**config.mk**
```make
export PLATFORM = sky130hd
export DESIGN_NAME = clk_div_param
export DESIGN_NICKNAME = d
export VERILOG_FILES = /design/src/rtl/clk_div_param.sv
export SDC_FILE = /design/constraint.sdc
export NUM_CORES = 1
export LEC_CHECK = 0
export CORE_MARGIN = 2
export CORE_UTILIZATION = 51
export CTS_BUF_LIST = sky130_fd_sc_hd__clkbuf_16
export DETAILED_ROUTE_END_ITERATION = 7
export PLACE_DENSITY = 0.82
export SLEW_MARGIN = 20
export SYNTH_ARGS = -nofsm -noshare
export SYNTH_HDL_FRONTEND = slang
export SYNTH_SLANG_ARGS = --single-unit
```
**constraint.sdc**
```tcl
create_clock -name clk -period 5.9 [get_ports clk]
set_input_delay 0.885 -clock clk [delete_from_list [all_inputs] [get_ports clk]]
set_output_delay 0.885 -clock clk [all_outputs]
set_load 0.02 [all_outputs]
```
**src/rtl/clk_div_param.sv**
```systemverilog
`default_nettype none
// +--------------------------------------------------------------------------+
// | Module      : clk_div_param                                              |
// | Description : Programmable clock divider / period timer. A WIDTH-bit     |
// |               counter runs modulo the divisor register and emits a       |
// |               single-cycle tick at each period end. It also drives a     |
// |               square wave that toggles on every tick. In one-shot mode   |
// |               the counter stops after the first period and raises done.  |
// |                                                                          |
// | Ports       : clk    - clock, rising edge                                |
// |               rst    - synchronous active-high reset                     |
// |               en     - count enable                                      |
// |               mode   - 0 free-run, 1 one-shot                            |
// |               load   - strobe: capture div_in, restart period            |
// |               div_in - new divisor (WIDTH bits)                          |
// |               tick   - registered one-cycle pulse at period end          |
// |               cycle  - registered square wave, toggles on each tick      |
// |               done   - registered one-shot completion flag               |
// |               count  - registered counter value                          |
// | Revision    : 1.0 - initial release                                      |
// +--------------------------------------------------------------------------+
module clk_div_param #(
    parameter int WIDTH       = 7,
    parameter int DEFAULT_DIV = 101
) (
    input  logic             clk,
    input  logic             rst,
    input  logic             en,
    input  logic             mode,
    input  logic             load,
    input  logic [WIDTH-1:0] div_in,
    output logic             tick,
    output logic             cycle,
    output logic             done,
    output logic [WIDTH-1:0] count
);

    localparam logic [WIDTH-1:0] c_ONE     = WIDTH'(1);
    localparam logic [WIDTH-1:0] c_ZERO    = '0;
    localparam logic [WIDTH-1:0] c_RST_DIV = WIDTH'(DEFAULT_DIV);

    logic [WIDTH-1:0] r_div;
    logic [WIDTH-1:0] r_count;
    logic             r_tick;
    logic             r_cycle;
    logic             r_done;

    logic             w_active;
    logic             w_wrap;
    logic [WIDTH-1:0] w_div_nxt;
    logic [WIDTH-1:0] w_count_nxt;
    logic             w_tick_nxt;
    logic             w_cycle_nxt;
    logic             w_done_nxt;

    // A zero divisor parks the block; a finished one-shot stays parked
    // until it is reloaded or switched back to free-run.
    assign w_active = en && (r_div != c_ZERO) && !(mode && r_done);

    // Only meaningful while active, so r_div is non-zero and D-1 cannot
    // underflow; the counter therefore never exceeds D-1.
    assign w_wrap = (r_count == (r_div - c_ONE));

    always_comb begin
        w_div_nxt   = r_div;
        w_count_nxt = r_count;
        w_tick_nxt  = 1'b0;
        w_cycle_nxt = r_cycle;
        w_done_nxt  = r_done;
        if (load) begin
            // Load wins over counting: the period restarts with no tick,
            // and the square wave keeps its phase.
            w_div_nxt   = div_in;
            w_count_nxt = c_ZERO;
            w_done_nxt  = 1'b0;
        end else if (w_active) begin
            if (w_wrap) begin
                w_count_nxt = c_ZERO;
                w_tick_nxt  = 1'b1;
                w_cycle_nxt = ~r_cycle;
                w_done_nxt  = mode;
            end else begin
                w_count_nxt = r_count + c_ONE;
                // Active mid-period implies done is already low in one-shot;
                // in free-run this clears a done left over from one-shot.
                w_done_nxt  = 1'b0;
            end
        end
    end

    always_ff @(posedge clk) begin
        if (rst) begin
            r_div   <= c_RST_DIV;
            r_count <= c_ZERO;
            r_tick  <= 1'b0;
            r_cycle <= 1'b0;
            r_done  <= 1'b0;
        end else begin
            r_div   <= w_div_nxt;
            r_count <= w_count_nxt;
            r_tick  <= w_tick_nxt;
            r_cycle <= w_cycle_nxt;
            r_done  <= w_done_nxt;
        end
    end

    assign tick  = r_tick;
    assign cycle = r_cycle;
    assign done  = r_done;
    assign count = r_count;

endmodule
`default_nettype wire
```
==> metrics.csv <==
stage,metric,value,unit
yosys,"count leader, synth",dfxtp_1,
final_layout,Layout area overhead,33.7,%
critical_path,required time of the critical path,6.01,ns
grt,first-pass GRT wire length,3340,um
floorplan,die area,2140,sq um
yosys,Main synth FF type,dfxtp_1,
timing,Final Max Slew Viols,0,
yosys,Synthesized Nets,112,
clock_network,clk sink count,17,
final_layout,register area,340,sq um
clock_network,"CTS clk-pin slew, worst paths",0.05,ns
status,outcome,completed,
yosys,mux cell area share after synthesis,7.68,%
pwr,VDD IR-drop max,0.168,mV
route,met3 routed WL,140,um
yosys,adder-cell share of the synthesized area,4.12,%
route,detailed router's first-iteration violation count,27,
route,uppermost layer routed,met4,
yosys,"top cells by count, synth","17 x dfxtp_1, 13 x nor2_1, 11 x xor2_1, 7 x mux2i_1",
yosys,synth warn,0,
grt,grt ovf,0,
clock_network,total CTS buffers,3,
place,dpl ws,3.05,ns
yosys,Yosys top cell area share,37.3,%
route,Met2 Routed Length,1070,um
timing,Worst Skew,0.00193,ns
grt,vias in the first global route,760,
yosys,"Seq/Total Area, Yosys",37.3,%
yosys,Synth Area in XOR/XNOR,13.4,%
place,GPL Wtd Cong,0.807,
clock_network,clk_lat worst skew,0.24,ns
critical_path,crit path DAT,2.70,ns
final_layout,fraction of layout cells with a size suffix above 1,6.72,%
timing,period utilization,44.0,%
route,antenna-violating nets left,0,
critical_path,Worst setup EP type,register,
floorplan,chip width,46.3,um
yosys,simple-gate share of the synthesized area,20.4,%
timing,RSZ-0062 raised after global routing,no,
route,Via density,5.54,
route,First-pass DRT Iterations,4,
timing,final setup margin,3.30,ns
hold_path,Hold Crit Class,reg -> reg,
final_layout,Nets,135,
yosys,Post-synth ARST share,0,%
grt,largest net degree at the start of global routing,14,
clock_network,post-cts resize count,0,
clock_network,worst-case clock buffer depth,2,
route,# DRC,0,
critical_path,CP Max Fanout,9,
place,# port buffers,21,
timing,final setup fails,0,
critical_path,crit start category,primary input,
yosys,"top cells by area, synth","dfxtp_1 37%, xor2_1 11%, mux2i_1 7.7%",
final_layout,Multi-input gate area,537,sq um
job,Max Cap Viol,0,
route,Detailed Route WL,2120,um
clock_network,hold_buf cts,0,
yosys,Synth cell types,30,
timing,minimum clock period,2.60,ns
clock_network,CTS tree,done,
route,via count,798,
clock_network,htree depth,1,
clock_network,root buffer cell,clkbuf_16,
timing,hold violation count in the final report,0,
yosys,Post-synth EDFFs,0,
place,hpwl dp,1520,um
timing,fmax,385,MHz
yosys,Yosys reg bits,17,
timing,Slew @ Worst Pin,0.617,ns
floorplan,area of the core,1710,sq um
critical_path,R2R depth,7,
timing,final setup TNS,0,ns
yosys,compound-gate portion of the synthesized area,13.2,%
timing,normalized max-slew margin,58.8,%
grt,global-route usage over all layers,22.3,%
floorplan,die height,46.3,um
floorplan,Cell Rows,15,
route,Avg WL per Cell,14.7,um
yosys,"Avg Cell Area, Syn",9.40,sq um
floorplan,starting density of the core,53.4,%
hold_path,hold path depth,2,
pwr,pwr/cell area,237,nW/um^2
grt,initial antenna violation count,0,
floorplan,IO Pins,22,
yosys,Mapped Cells,97,
yosys,largest area contributor in the netlist,dfxtp_1,
final_layout,fillers,133,
critical_path,Setup CP Type,in -> reg,
pwr,Lkg Pwr,0.491,nW
route,met1 wire length,894,um
yosys,synthesized area,912,sq um
yosys,main combinational cell family by area after synthesis,simple AND/OR/NAND/NOR gates,
clock_network,Post-CTS Setup Inserts,0,
final_layout,# diodes,0,
==> worst paths after layout <==
| path | slack, ns | from | end |
|---|---|---|---|
| max reg2reg | 3.56 | r_div[0]$_SDFFE_PP1P_ | count[4]$_SDFFE_PP0N_ |
| min | 0.51 | cycle$_SDFFE_PP0P_ | cycle$_SDFFE_PP0P_ |
| max | 3.30 | mode | count[4]$_SDFFE_PP0N_ |
| min reg2reg | 0.51 | cycle$_SDFFE_PP0P_ | cycle$_SDFFE_PP0P_ |
==> registers in the layout, summed over array words and instances (netlist names) <==
| register | count |
|---|---|
| count | 7 |
| cycle | 1 |
| done | 1 |
| r_div | 7 |
| tick | 1 |
==> routing by layer <==
metal  up-vias  global-route usage (%)
li1        386                       -
met1       377                    27.9
met2        33                    38.1
met3         2                    3.53
met4         0                    8.57
met5         -                       0
==> worst max-delay path, stage by stage <==
cell and delay (ns):
clkdlybuf4s50_1 0.46, a221oi_4 0.53, o221ai_2 0.24, o21ai_1 0.46
nor2_1 0.12
==> through the flow <==
step / power [mW] / cell area [sq um] / utilization (%) / instances / hold slack, ns
after floorplan: 0.145 / 912 / - / 97 / 0.477
after global placement: 0.157 / 1140 / 66.8 / 140 / 0.477
after detailed placement: 0.159 / 1140 / 66.8 / 140 / 0.482
after CTS: 0.291 / 1220 / 71.4 / 144 / 0.496
after global routing: 0.298 / 1220 / 71.4 / 144 / 0.547
final: 0.289 / 1220 / 71.4 / 144 / 0.506
==> cell type report <==
class	count	share of cell area (%)
Multi-Input combinational cell	71	44.0
Clock buffer	3	6.15
Timing Repair Buffer	21	17.2
Inverter	6	1.85
Clock inverter	1	0.308
Sequential cell	17	27.9
Tap cell	25	2.56
==> placed cells by master, fill, tap and decap left out, types with 3 or more instances in the layout <==
cell	count
nand2_1	6
and3_1	4
a21oi_1	3
nor2_1	13
xor2_1	11
dfxtp_1	17
inv_1	7
clkbuf_16	3
xnor2_1	3
mux2i_1	7
ha_1	3
clkdlybuf4s50_1	21
nor3_1	3
nand4_1	3
==> logic make-up (layout without fill, tap and decap cells) <==
family / Yosys count / after routing
AND/OR/NAND/NOR: 35 / 35
flip-flops: 17 / 17
XOR/XNOR: 14 / 14
AO/OA/AOI/OAI: 12 / 12
buffers and inverters: 9 / 31
multiplexers: 7 / 7
adder cells (fa/ha/maj): 3 / 3
==> where the power goes <==
part | internal, mW | switching (mW)
logic | 0.0167 | 0.0160
clock network | 0.0898 | 0.0419
registers | 0.119 | 0.00576
Power figures use the tool's default switching activity.
==> RTL edit 1 (same flow settings) <==
Change the parameter `WIDTH` from 7 to 14.
--- a/src/rtl/clk_div_param.sv
+++ b/src/rtl/clk_div_param.sv
@@ -20,7 +20,7 @@
 // | Revision    : 1.0 - initial release                                      |
 // +--------------------------------------------------------------------------+
 module clk_div_param #(
-    parameter int WIDTH       = 7,
+    parameter int WIDTH       = 14,
     parameter int DEFAULT_DIV = 101
 ) (
     input  logic             clk,
Ports: changed (resized count and div_in); port bits go from 22 to 36. The function was not compared with the original's and may differ.
==> RTL edit 1 against the original RTL <==
  * Worst hold slack worse by 0.021 ns
  * Cell area is 85% higher
  * Setup slack lost 0.31 ns
  * Wire length grew 91%
  * Area after synthesis rose by 92%
  * Combinational power grew 98%
  * Sequential share of layout area down 0.40 points
  * Critical path depth grew 3
  * Fmax decreased by 11%
  * Die area rose by 83%
  * Total power is 84% higher
  * Non-clock buffer count rose by 14
  * Sequential cell count up 14
  * Count of clock-buffer cells in the layout increased by 2
  * Largest cell class unchanged
==> RTL edit 1: results (changes against the original RTL) <==
stage;metric;value;unit;change
outcome;status;finished, final reports clean;;
detailed_routing;wire per inst;14.55;µm;-0.97%
setup_path;cell count of the worst reg-to-reg path;8;;+1
placement;detailed-placement wirelength estimate;2.838;mm;+87%
timing;clk_skew;0.008068;ns;+0.006138 ns
setup_path;arrival time of the worst setup path;3.05;ns;+0.35 ns
setup_path;maximum net fanout on the critical path;14;;+5
final_layout;final cell count without fillers;277;;+92%
hold_path;Worst Hold Path EP;done;;
final_layout;fraction of layout instances using a drive strength above 1;8.225;%;+1.5 points
power;maximum resistive drop on vdd;170.6;µV;+1.5%
placement;placer's final routability congestion estimate;0.8633;;+7.0%
placement;DP Cell Count;269;;+92%
placement;IO Port Bufs;35;;+67%
final_layout;Final Net Count;251;;+86%
final_layout;# diodes;0;;unchanged
synthesis;net count of the mapped netlist;215;;+92%
global_routing;Tot GR Track Use;22.43;%;+0.087 points
clock_tree;number of CTS-inserted buffers;5;;+2
clock_tree;later-pin clock latency in the skew report;0.28;ns;+0.04 ns
timing;worst slew slack as a fraction of its limit;33.17;%;-26 points
final_layout;layout filler cell count;285;;+110%
global_routing;first-pass GRT wire length;6.975;mm;+110%
synthesis;number of distinct library cells after synthesis;49;;+63%
placement;DP Worst Slack;2.929;ns;-0.1202 ns
global_routing;largest net degree at the start of global routing;21;;+7
clock_tree;CTS H-tree depth;2;;+1
setup_path;slowest cell on the critical path;sky130_fd_sc_hd__o31ai_4;;
hold_path;hold path cells;2;;unchanged
detailed_routing;via count;1521;;+91%
timing;final worst-path cycle share;49.29;%;+5.3 points
detailed_routing;DRC marker count from the first detailed-route iteration;91;;+240%
placement;total placed instance area;2117;µm²;+86%
timing;hold slack;0.4851;ns;-0.02096 ns
synthesis;share of async-settable or async-resettable flops after synthesis;0;%;unchanged
synthesis;top cells by area, synth;sky130_fd_sc_hd__dfxtp_1, sky130_fd_sc_hd__xnor2_1, sky130_fd_sc_hd__mux2i_1;;
power;sw frac;24.35;%;+2.3 points
setup_path;endpoint of the worst-slack reg-to-reg timing path;count[10];;
synthesis;most frequent cells after synthesis;sky130_fd_sc_hd__nor2_1, sky130_fd_sc_hd__dfxtp_1, sky130_fd_sc_hd__xnor2_1;;
power;LEAKAGE;0.0008377;µW;+71%
## RTL edit 1: routing by layer
metal	GRT usage, %	part of all wire (%)
met1	26.29	46
met2	37.77	48
met3	7.568	3.9
met4	8.611	2.0
met5	0	0
## RTL edit 1: final cells by class
type	instances	area (µm²)	share of cell area, %
sequential	31	620.6	27.49
tap	46	57.56	2.550
inverter	6	22.52	0.9978
clock buffer	5	125.1	5.543
multi-input combinational	151	1066	47.23
timing repair buffer	35	350.3	15.52
clock inverter	3	15.01	0.6652
## RTL edit 1: power groups by stage
stage	Combinational [µW]	Clock, µW	Sequential (µW)
final	64.8	241	226
after global routing	71.7	255	227
after CTS	64.5	243	226
after detailed placement	64.0	0	230
after global placement	62.6	0	230
after floorplan	45.0	0	227
## RTL edit 1: critical path, delay by kind of cell (launching register included)
kind | cells | cell delay (ns)
simple gates | 3 | 1.05
buf+inv | 1 | 0.09
compound gates | 3 | 1.02
flops | 1 | 0.35
fa+ha+maj | 1 | 0.26
## RTL edit 1: kinds of logic (layout without fill, tap and decap cells)
kind of cell | count (synthesis) | count (layout) | share of synthesized area, %
buf+inv | 12 | 49 | 3.507
compound gates | 24 | 24 | 12.67
simple gates | 83 | 83 | 24.91
mux | 13 | 13 | 7.444
fa+ha+maj | 2 | 2 | 1.431
flops | 31 | 31 | 35.50
xor+xnor | 29 | 29 | 14.53
## RTL edit 1: worst max path at each step
stage                     end      from  cells after the start
CTS                 count[10]  r_div[0]                      8
global route         count[3]  r_div[0]                      8
detailed placement  count[10]        en                      7
global placement    count[13]        en                      7
finish              count[10]  r_div[0]                      8
floorplan            count[5]  r_div[0]                      9
==> RTL edit 2 (same flow settings) <==
Made on the original files. Reset style: asynchronous (`rst`), changed in one clocked block. Comments in the files are not updated.
--- a/src/rtl/clk_div_param.sv
+++ b/src/rtl/clk_div_param.sv
@@ -88,7 +88,7 @@
         end
     end
 
-    always_ff @(posedge clk) begin
+    always_ff @(posedge clk or posedge rst) begin
         if (rst) begin
             r_div   <= c_RST_DIV;
             r_count <= c_ZERO;
Function: differs if rst is asserted again (counterexample within 4 cycles, from zero or initial values and one cycle with rst high); with rst held inactive, the same outputs for 10 cycles.
==> RTL edit 2 against the original RTL <==
  * Sequential share of layout area grew 5.7 points
  * Via count grew 2.8%
  * Setup slack lost 0.042 ns
  * Sequential cell count is the same
  * Area after synthesis grew 7.3%
  * Synthesized cell count grew 2.1%
  * Cell area grew 4.9%
  * Count of clock-buffer cells in the layout is the same
  * Critical path depth grew 3
  * Global-route usage grew 0.14 points
  * Wire length grew 1.7%
  * Total power grew 15%
  * Cell count grew 1.4%
  * First-iteration DRC count shrank 33%
  * Critical endpoint is now count[4]
==> RTL edit 2: results (changes against the original RTL) <==
stage;metric;value;unit;change
setup_path;endpoint of the worst-slack reg-to-reg timing path;count[4];;
final_layout;area taken by flip-flops and latches;430.4;µm²;+26%
synthesis;leading register cell type out of synthesis;sky130_fd_sc_hd__dfrtp_1;;
detailed_routing;WL final;2.152;mm;+1.7%
outcome;status;finished, final reports clean;;
placement;total placed instance area;1200;µm²;+5.2%
synthesis;most frequent cells after synthesis;sky130_fd_sc_hd__dfrtp_1, sky130_fd_sc_hd__nand2_1, sky130_fd_sc_hd__nor2_1, sky130_fd_sc_hd__nor3_1, sky130_fd_sc_hd__xor2_1;;
detailed_routing;via/cell ratio;5.616;;+1.3%
setup_path;maximum net fanout on the critical path;12;;+3
timing;slew at the pin closest to its max-slew limit;0.6425;ns;+0.02590 ns
detailed_routing;Detail Route met2 WL;1.033;mm;-3.5%
setup_path;capture point of the worst path;count[4];;
global_routing;via count of the first global-routing pass;788;;+3.7%
power;clock share of power;41.2;%;-4.4 points
setup_path;launching element of the worst setup path;r_div[0];;
timing;clk_skew;0.0009867;ns;-0.0009440 ns
final_layout;layout filler cell count;143;;+7.5%
placement;placer's final routability congestion estimate;0.8427;;+4.5%
global_routing;first-pass GRT wire length;3.484;mm;+4.3%
detailed_routing;post-route met1 wirelength;990;µm;+11%
final_layout;Final Net Count;137;;+1.5%
synthesis;post-synthesis cell count;99;;+2.1%
timing;final worst-path cycle share;44.71;%;+0.71 points
setup_path;Crit path largest cell delay;0.56;ns;+0.03 ns
global_routing;Tot GR Track Use;22.49;%;+0.14 points
synthesis;share of async-settable or async-resettable flops after synthesis;100.0;%;+100 points
power;LEAKAGE;0.0005667;µW;+15%
synthesis;net count of the mapped netlist;114;;+1.8%
global_routing;largest net degree at the start of global routing;18;;+4
setup_path;cell count of the worst reg-to-reg path;8;;+1
power;pwr/cell area;258.8;nW/µm²;+9.4%
setup_path;slowest cell on the critical path;sky130_fd_sc_hd__dfstp_2;;
final_layout;final cell count without fillers;146;;+1.4%
detailed_routing;detailed-routed wire length on met3;91;µm;-35%
-- RTL edit 2: cell families after synthesis --
logic type                 Yosys count  synth area share, %
DFF                                 17                43.99
xor gates and xnor gates             9                8.057
and+or+nand+nor                     39                19.95
muxes                                5                5.754
AOI/OAI and AO/OA                   18                14.45
adders and majority gates            3                3.837
buffers and inverters                8                3.963
-- RTL edit 2: worst min-delay path by stage --
stage / start / endpoint / slack [ns] / depth (start not counted)
after floorplan: r_div[0] / r_div[0] / 0.52 / 2
after global placement: cycle / cycle / 0.46 / 1
after detailed placement: cycle / cycle / 0.46 / 1
after CTS: cycle / cycle / 0.48 / 1
after global routing: cycle / cycle / 0.50 / 1
final: cycle / cycle / 0.47 / 1
-- RTL edit 2: cell type report --
class / count / area share (%)
repair buffers: 21 / 16.42
multi-input cells: 74 / 39.78
clock inverters: 1 / 0.3910
inverters: 5 / 1.466
clock buffers: 3 / 5.865
flip-flops and latches: 17 / 33.63
well taps: 25 / 2.444
